$ cat config.mk
export PLATFORM = sky130hd
export DESIGN_NAME = mem_access_stage
export DESIGN_NICKNAME = d
export VERILOG_FILES = /design/src/rtl/mem_access_stage.sv
export SDC_FILE = /design/constraint.sdc
export NUM_CORES = 1
export LEC_CHECK = 0
export ABC_AREA = 1
export ABC_CLOCK_PERIOD_IN_PS = 8570
export CAP_MARGIN = 20
export CELL_PAD_IN_SITES_DETAIL_PLACEMENT = 1
export CELL_PAD_IN_SITES_GLOBAL_PLACEMENT = 2
export CORE_UTILIZATION = 26
export CTS_BUF_LIST = sky130_fd_sc_hd__clkbuf_4 sky130_fd_sc_hd__clkbuf_8
export DETAILED_ROUTE_END_ITERATION = 10
export GPL_TIMING_DRIVEN = 0
export PLACE_DENSITY = 0.86
export SETUP_SLACK_MARGIN = 0.02
export SYNTH_ARGS = -nofsm -noshare
export SYNTH_HDL_FRONTEND = slang
export SYNTH_SLANG_ARGS = --single-unit
$ cat constraint.sdc
create_clock -name clk -period 8.57 [get_ports clk]
set_clock_uncertainty 0.05 [all_clocks]
set_input_delay 1.714 -clock clk [delete_from_list [all_inputs] [get_ports clk]]
set_output_delay 1.714 -clock clk [all_outputs]
set_load 0.05 [all_outputs]
$ cat src/rtl/mem_access_stage.sv
// MEM pipeline stage: issues loads/stores on a req/ready data port, steers byte lanes,
// extends load data and holds the MEM/WB register that feeds writeback.
module mem_access_stage #(
   parameter int TIMEOUT = 16
) (
   input  logic        clk,
   input  logic        rst,
   input  logic        ex_valid,
   input  logic        ex_MemRead,
   input  logic        ex_MemWrite,
   input  logic        ex_MemtoReg,
   input  logic        ex_RegWrite,
   input  logic [1:0]  ex_size,
   input  logic        ex_unsigned,
   input  logic [31:0] ex_ALU_result,
   input  logic [31:0] ex_store_data,
   input  logic [4:0]  ex_Write_reg,
   output logic        dmem_req,
   output logic        dmem_we,
   output logic [31:0] dmem_addr,
   output logic [31:0] dmem_wdata,
   output logic [3:0]  dmem_be,
   input  logic        dmem_ready,
   input  logic [31:0] dmem_rdata,
   output logic        mem_stall,
   output logic        misalign_exc,
   output logic        bus_err,
   output logic        wb_valid,
   output logic        wb_MemtoReg,
   output logic        wb_RegWrite,
   output logic [31:0] wb_Read_data,
   output logic [31:0] wb_ALU_result,
   output logic [4:0]  wb_Write_reg
);

   localparam int CW = $clog2(TIMEOUT + 1);
   localparam logic [CW-1:0] LAST_WAIT = CW'(TIMEOUT - 1);

   typedef enum logic {IDLE, WAIT} state_t;

   state_t        state_reg;
   logic [CW-1:0] cnt_reg;

   logic          cap_we_reg;
   logic          cap_memtoreg_reg;
   logic          cap_regwrite_reg;
   logic          cap_unsigned_reg;
   logic [1:0]    cap_size_reg;
   logic [31:0]   cap_alu_reg;
   logic [31:0]   cap_wdata_reg;
   logic [3:0]    cap_be_reg;
   logic [4:0]    cap_rd_reg;

   logic          mem_op;
   logic          misaligned;
   logic          issue;
   logic          in_wait;
   logic          pending;
   logic          timeout_fire;
   logic [1:0]    ex_off;
   logic [31:0]   st_wdata;
   logic [3:0]    st_be;

   logic [1:0]    ld_size;
   logic [1:0]    ld_off;
   logic          ld_unsigned;
   logic [7:0]    ld_byte;
   logic [15:0]   ld_half;
   logic [31:0]   ld_data;

   assign ex_off     = ex_ALU_result[1:0];
   assign mem_op     = ex_valid & (ex_MemRead | ex_MemWrite);
   assign misaligned = ((ex_size == 2'b01) & ex_off[0]) | (ex_size[1] & (ex_off != 2'b00));
   assign issue      = mem_op & !misaligned;
   assign in_wait    = (state_reg == WAIT);
   assign pending    = in_wait | issue;

   // Last permitted WAIT cycle without ready: abandon instead of stalling again.
   assign timeout_fire = in_wait & !dmem_ready & (cnt_reg == LAST_WAIT);

   assign dmem_req  = !rst & pending;
   assign mem_stall = !rst & pending & !dmem_ready & !timeout_fire;

   // Per-lane store steering; loads enable every lane.
   genvar gi;
   generate
      for (gi = 0; gi < 4; gi++) begin : g_lane
         localparam logic [1:0] LANE = 2'(gi);
         always_comb begin
            st_be[gi] = 1'b1;
            if (ex_MemWrite && ex_size == 2'b00)
               st_be[gi] = (ex_off == LANE);
            else if (ex_MemWrite && ex_size == 2'b01)
               st_be[gi] = (ex_off[1] == LANE[1]);
         end
         always_comb begin
            if (ex_size == 2'b00)
               st_wdata[8*gi +: 8] = ex_store_data[7:0];
            else if (ex_size == 2'b01)
               st_wdata[8*gi +: 8] = ex_store_data[8*(gi % 2) +: 8];
            else
               st_wdata[8*gi +: 8] = ex_store_data[8*gi +: 8];
         end
      end
   endgenerate

   // While waiting, the port is driven purely from the captured request.
   assign dmem_we    = in_wait ? cap_we_reg : ex_MemWrite;
   assign dmem_addr  = in_wait ? {cap_alu_reg[31:2], 2'b00} : {ex_ALU_result[31:2], 2'b00};
   assign dmem_wdata = in_wait ? cap_wdata_reg : st_wdata;
   assign dmem_be    = in_wait ? cap_be_reg : st_be;

   assign ld_size     = in_wait ? cap_size_reg : ex_size;
   assign ld_off      = in_wait ? cap_alu_reg[1:0] : ex_off;
   assign ld_unsigned = in_wait ? cap_unsigned_reg : ex_unsigned;
   assign ld_byte     = dmem_rdata[{ld_off, 3'b000} +: 8];
   assign ld_half     = ld_off[1] ? dmem_rdata[31:16] : dmem_rdata[15:0];

   always_comb begin
      if (ld_size[1])
         ld_data = dmem_rdata;
      else if (ld_size[0])
         ld_data = {{16{!ld_unsigned & ld_half[15]}}, ld_half};
      else
         ld_data = {{24{!ld_unsigned & ld_byte[7]}}, ld_byte};
   end

   always_ff @(posedge clk or posedge rst) begin
      if (rst) begin
         state_reg        <= IDLE;
         cnt_reg          <= '0;
         cap_we_reg       <= 1'b0;
         cap_memtoreg_reg <= 1'b0;
         cap_regwrite_reg <= 1'b0;
         cap_unsigned_reg <= 1'b0;
         cap_size_reg     <= '0;
         cap_alu_reg      <= '0;
         cap_wdata_reg    <= '0;
         cap_be_reg       <= '0;
         cap_rd_reg       <= '0;
         misalign_exc     <= 1'b0;
         bus_err          <= 1'b0;
         wb_valid         <= 1'b0;
         wb_MemtoReg      <= 1'b0;
         wb_RegWrite      <= 1'b0;
         wb_Read_data     <= '0;
         wb_ALU_result    <= '0;
         wb_Write_reg     <= '0;
      end else begin
         // Pulses and bubble by default; overridden below when a slot retires.
         misalign_exc  <= 1'b0;
         bus_err       <= 1'b0;
         wb_valid      <= 1'b0;
         wb_MemtoReg   <= 1'b0;
         wb_RegWrite   <= 1'b0;
         wb_Read_data  <= '0;
         wb_ALU_result <= '0;
         wb_Write_reg  <= '0;

         if (state_reg == IDLE) begin
            cnt_reg          <= '0;
            cap_we_reg       <= ex_MemWrite;
            cap_memtoreg_reg <= ex_MemtoReg;
            cap_regwrite_reg <= ex_RegWrite;
            cap_unsigned_reg <= ex_unsigned;
            cap_size_reg     <= ex_size;
            cap_alu_reg      <= ex_ALU_result;
            cap_wdata_reg    <= st_wdata;
            cap_be_reg       <= st_be;
            cap_rd_reg       <= ex_Write_reg;

            if (issue && !dmem_ready) begin
               state_reg <= WAIT;
            end else if (issue) begin
               wb_valid      <= 1'b1;
               wb_MemtoReg   <= ex_MemtoReg;
               wb_RegWrite   <= ex_RegWrite & !ex_MemWrite;
               wb_Read_data  <= ex_MemWrite ? 32'h0 : ld_data;
               wb_ALU_result <= ex_ALU_result;
               wb_Write_reg  <= ex_Write_reg;
            end else begin
               // Non-memory, invalid, or misaligned slot (mem_op here means misaligned).
               wb_valid      <= ex_valid;
               wb_MemtoReg   <= ex_MemtoReg;
               wb_RegWrite   <= ex_valid & ex_RegWrite & !mem_op;
               wb_ALU_result <= ex_ALU_result;
               wb_Write_reg  <= ex_Write_reg;
               misalign_exc  <= mem_op;
            end
         end else begin
            if (dmem_ready) begin
               state_reg     <= IDLE;
               cnt_reg       <= '0;
               wb_valid      <= 1'b1;
               wb_MemtoReg   <= cap_memtoreg_reg;
               wb_RegWrite   <= cap_regwrite_reg & !cap_we_reg;
               wb_Read_data  <= cap_we_reg ? 32'h0 : ld_data;
               wb_ALU_result <= cap_alu_reg;
               wb_Write_reg  <= cap_rd_reg;
            end else if (timeout_fire) begin
               state_reg     <= IDLE;
               cnt_reg       <= '0;
               bus_err       <= 1'b1;
               wb_valid      <= 1'b1;
               wb_MemtoReg   <= cap_memtoreg_reg;
               wb_ALU_result <= cap_alu_reg;
               wb_Write_reg  <= cap_rd_reg;
            end else begin
               cnt_reg <= cnt_reg + 1'b1;
            end
         end
      end
   end

endmodule
==> impl_metrics.toml <==
[run_status]
run_status = "complete, no violations"

[synth]
yosys_warnings = 0
ys_top_cells_by_count = "nand2_1, dfrtp_1, nor2_1"
synth-adder-area-share = 0.00186
syn_inst = 731
netlist_area_um2 = 6730
synth_ff_type = "dfrtp_1"
synth_top_area_frac = 0.592
async_flop_share = 1.00
synth_compound_area_frac = 0.0921
yosysMostFrequentCell = "nand2_1"
synthSimpleGateAreaFrac = 0.262
synth_edf_count = 0
ys_seq_area_frac = 0.592
synth-xor-area-share = 0.00130
syn_avg_cell_area_um2 = 9.20
yosys-mux-area-fraction = 0
yosys.area.top_type = "dfrtp_1"
synth.area.top_cells = "dfrtp_1, nand2_1, o22ai_1"
synth_top_family_by_area = "simple AND/OR/NAND/NOR gates"
ys_ff_latch = 159
synth.distinct_cells = 35

[power_and_ir_drop]
power_frac_comb = 0.327
power_density_nw_per_um2 = 211
p_switching_mw = 0.816
p_leak_nw = 4.61
p_seq_frac = 0.395
vdd_drop_max_mv = 0.0899
power.internal_mw = 1.32
power.total_mw = 2.13
swShare = 0.382
clockPowerShare = 0.278

[cells_and_area]
drive_gt1_frac = 0.0964
final_area_um2 = 10100
area_delta_synth_final_pct = 50.3
final_nets = 1118
fillers = 2940
fin_util = 0.400
diodes = 0

[sta]
hold_viol_final = 0
worst_slew_pin_slew_ns = 0.784
fmax_ghz = 0.165
finalSetupViolCount = 0
slew_violations = 0
fin_crit_sh = 0.708
slew_headroom = 0.475
period_needed_ns = 6.06
rsz0062_at_grt = "false"

[floorplan]
start_util = 0.266
fp.dieW_um = 163
core_um2 = 25300
die_area_um2 = 26500
die_h_um = 163
rows = 58
num_io_pins = 257

[worst_setup_path]
start_kind = "input port"
worstReg2RegStart = "in_wait"
r2r_cells = 7
worstPathRequired_ns = 6.81
worstReg2RegEnd = "cap_wdata_reg[14]"
cp.arrival_ns = 4.30
cp-end-kind = "output port"
crit_type = "input port to output port"
crit_fanout = 10
r2r_setup_slack_ns = 6.46

[worst_hold_path]
worstHoldStart = "cnt_reg[0]"
hold_end = "cnt_reg[0]"
hold_path_class = "flop to flop"
holdPathStages = 1

[global_route]
grt_max_degree = 112
antenna_found_initial = 1
grt_pass1_wl_um = 37000
grt-ovfl-total = 0
grt_pass1_vias = 6612
grt.total_usage = 0.183

[drt]
drtIter0Drc = 370
top_layer = "met5"
wl_per_cell_um = 17.6
drt_first_pass_iters = 4
drtAntennaViolNets = 0
wl_met1_um = 10100
wl_met2_um = 11300
drcViolationCount = 0
vias = 6143
via_per_inst = 4.56
wl_met3_um = 1720
drt_wl_total_um = 23700

[clocking]
ctsRootBufferMaster = "clkbuf_8"
cts_tree = "yes"
clockBufferDepth = 2
cts-resized-gates = 0
cts_max_level = 4
hold_buffers = 0
cts_setup_buffers = 0
numCtsBuffers = 17
clock_latency_ns = 0.45
clk_pin_slew_worst_paths_ns = 0.09
clock_sinks = 159

[place]
dpl.hpwl_um = 17800
dpl_cell_area_um2 = 9710
io_buffer_count = 253
place_congestion = 0.820

[job]
drv_cap = 0
-- worst max-delay path, stage by stage --
cell             delay (ns)
clkdlybuf4s50_1        0.64
inv_2                  0.06
nor2_1                 0.60
nand2_1                0.14
a31oi_1                0.29
clkdlybuf4s50_1        0.85
-- cell type report --
| class | instances | area, µm² | area share |
|---|---|---|---|
| Clock buffer | 17 | 234 | 0.0231 |
| Clock inverter | 14 | 168 | 0.0166 |
| Timing Repair Buffer | 254 | 2560 | 0.253 |
| Buffer | 36 | 223 | 0.0220 |
| Tap cell | 330 | 413 | 0.0408 |
| Multi-Input combinational cell | 507 | 2410 | 0.238 |
| Inverter | 30 | 125 | 0.0124 |
| Sequential cell | 159 | 3980 | 0.394 |
-- layout by cell type (no fill, tap or decap), drive strengths merged --
| master | n |
|---|---|
| a21oi | 48 |
| a31oi | 8 |
| buf | 25 |
| bufinv | 2 |
| clkbuf | 29 |
| clkdlybuf4s50 | 253 |
| clkinv | 2 |
| clkinvlp | 1 |
| conb | 2 |
| dfrtp | 159 |
| ha | 1 |
| inv | 39 |
| nand2 | 268 |
| nand3 | 32 |
| nand4 | 10 |
| nor2 | 77 |
| nor3 | 1 |
| nor4 | 1 |
| o211ai | 1 |
| o21ai | 7 |
| o21bai | 2 |
| o22ai | 39 |
| o311ai | 1 |
| o31ai | 1 |
| or2 | 7 |
| xor2 | 1 |
-- how the worst max path moves through the flow --
| stage | from | endpoint | slack [ns] | depth (start not counted) |
|---|---|---|---|---|
| floorplan | rst | mem_stall | 0.37 | 3 |
| global placement | rst | mem_stall | -2.13 | 5 |
| detailed placement | rst | mem_stall | 2.43 | 6 |
| CTS | rst | mem_stall | 2.43 | 6 |
| global route | rst | mem_stall | 2.21 | 6 |
| finish | ex_size[0] | dmem_wdata[30] | 2.51 | 6 |
-- power by group through the flow --
stage / clock network [mW] / registers [mW] / logic (mW)
2_1_floorplan: 0 / 0.956 / 0.335
3_3_place_gp: 0 / 0.857 / 0.696
3_5_place_dp: 0 / 0.859 / 0.705
4_1_cts: 0.615 / 0.844 / 0.707
5_1_grt: 0.646 / 0.851 / 0.742
6_report: 0.593 / 0.843 / 0.698
-- kinds of logic (layout without fill, tap and decap cells) --
kind of cell	Yosys count	after routing
buffers and inverters	66	351
AOI/OAI and AO/OA	107	107
xor gates and xnor gates	1	1
other	1	2
DFF	159	159
and+or+nand+nor	396	396
adders and majority gates	1	1
-- layer usage --
layer | GRT usage | up-vias
li1 | - | 2927
met1 | 0.224 | 2996
met2 | 0.303 | 192
met3 | 0.0624 | 26
met4 | 0.0552 | 2
met5 | 0 | -
-- through the flow --
| step | hold WS (ns) | setup slack (ns) | std cells | setup TNS [ns] |
|---|---|---|---|---|
| global placement | 0.404 | -2.13 | 1315 | -14.52 |
| global route | 0.464 | 2.21 | 1347 | 0 |
| CTS | 0.427 | 2.43 | 1347 | 0 |
| floorplan | 0.381 | 0.373 | 732 | 0 |
| finish | 0.425 | 2.51 | 1347 | 0 |
| detailed placement | 0.409 | 2.43 | 1316 | 0 |
No activity file was read; power rests on OpenSTA's default activity.
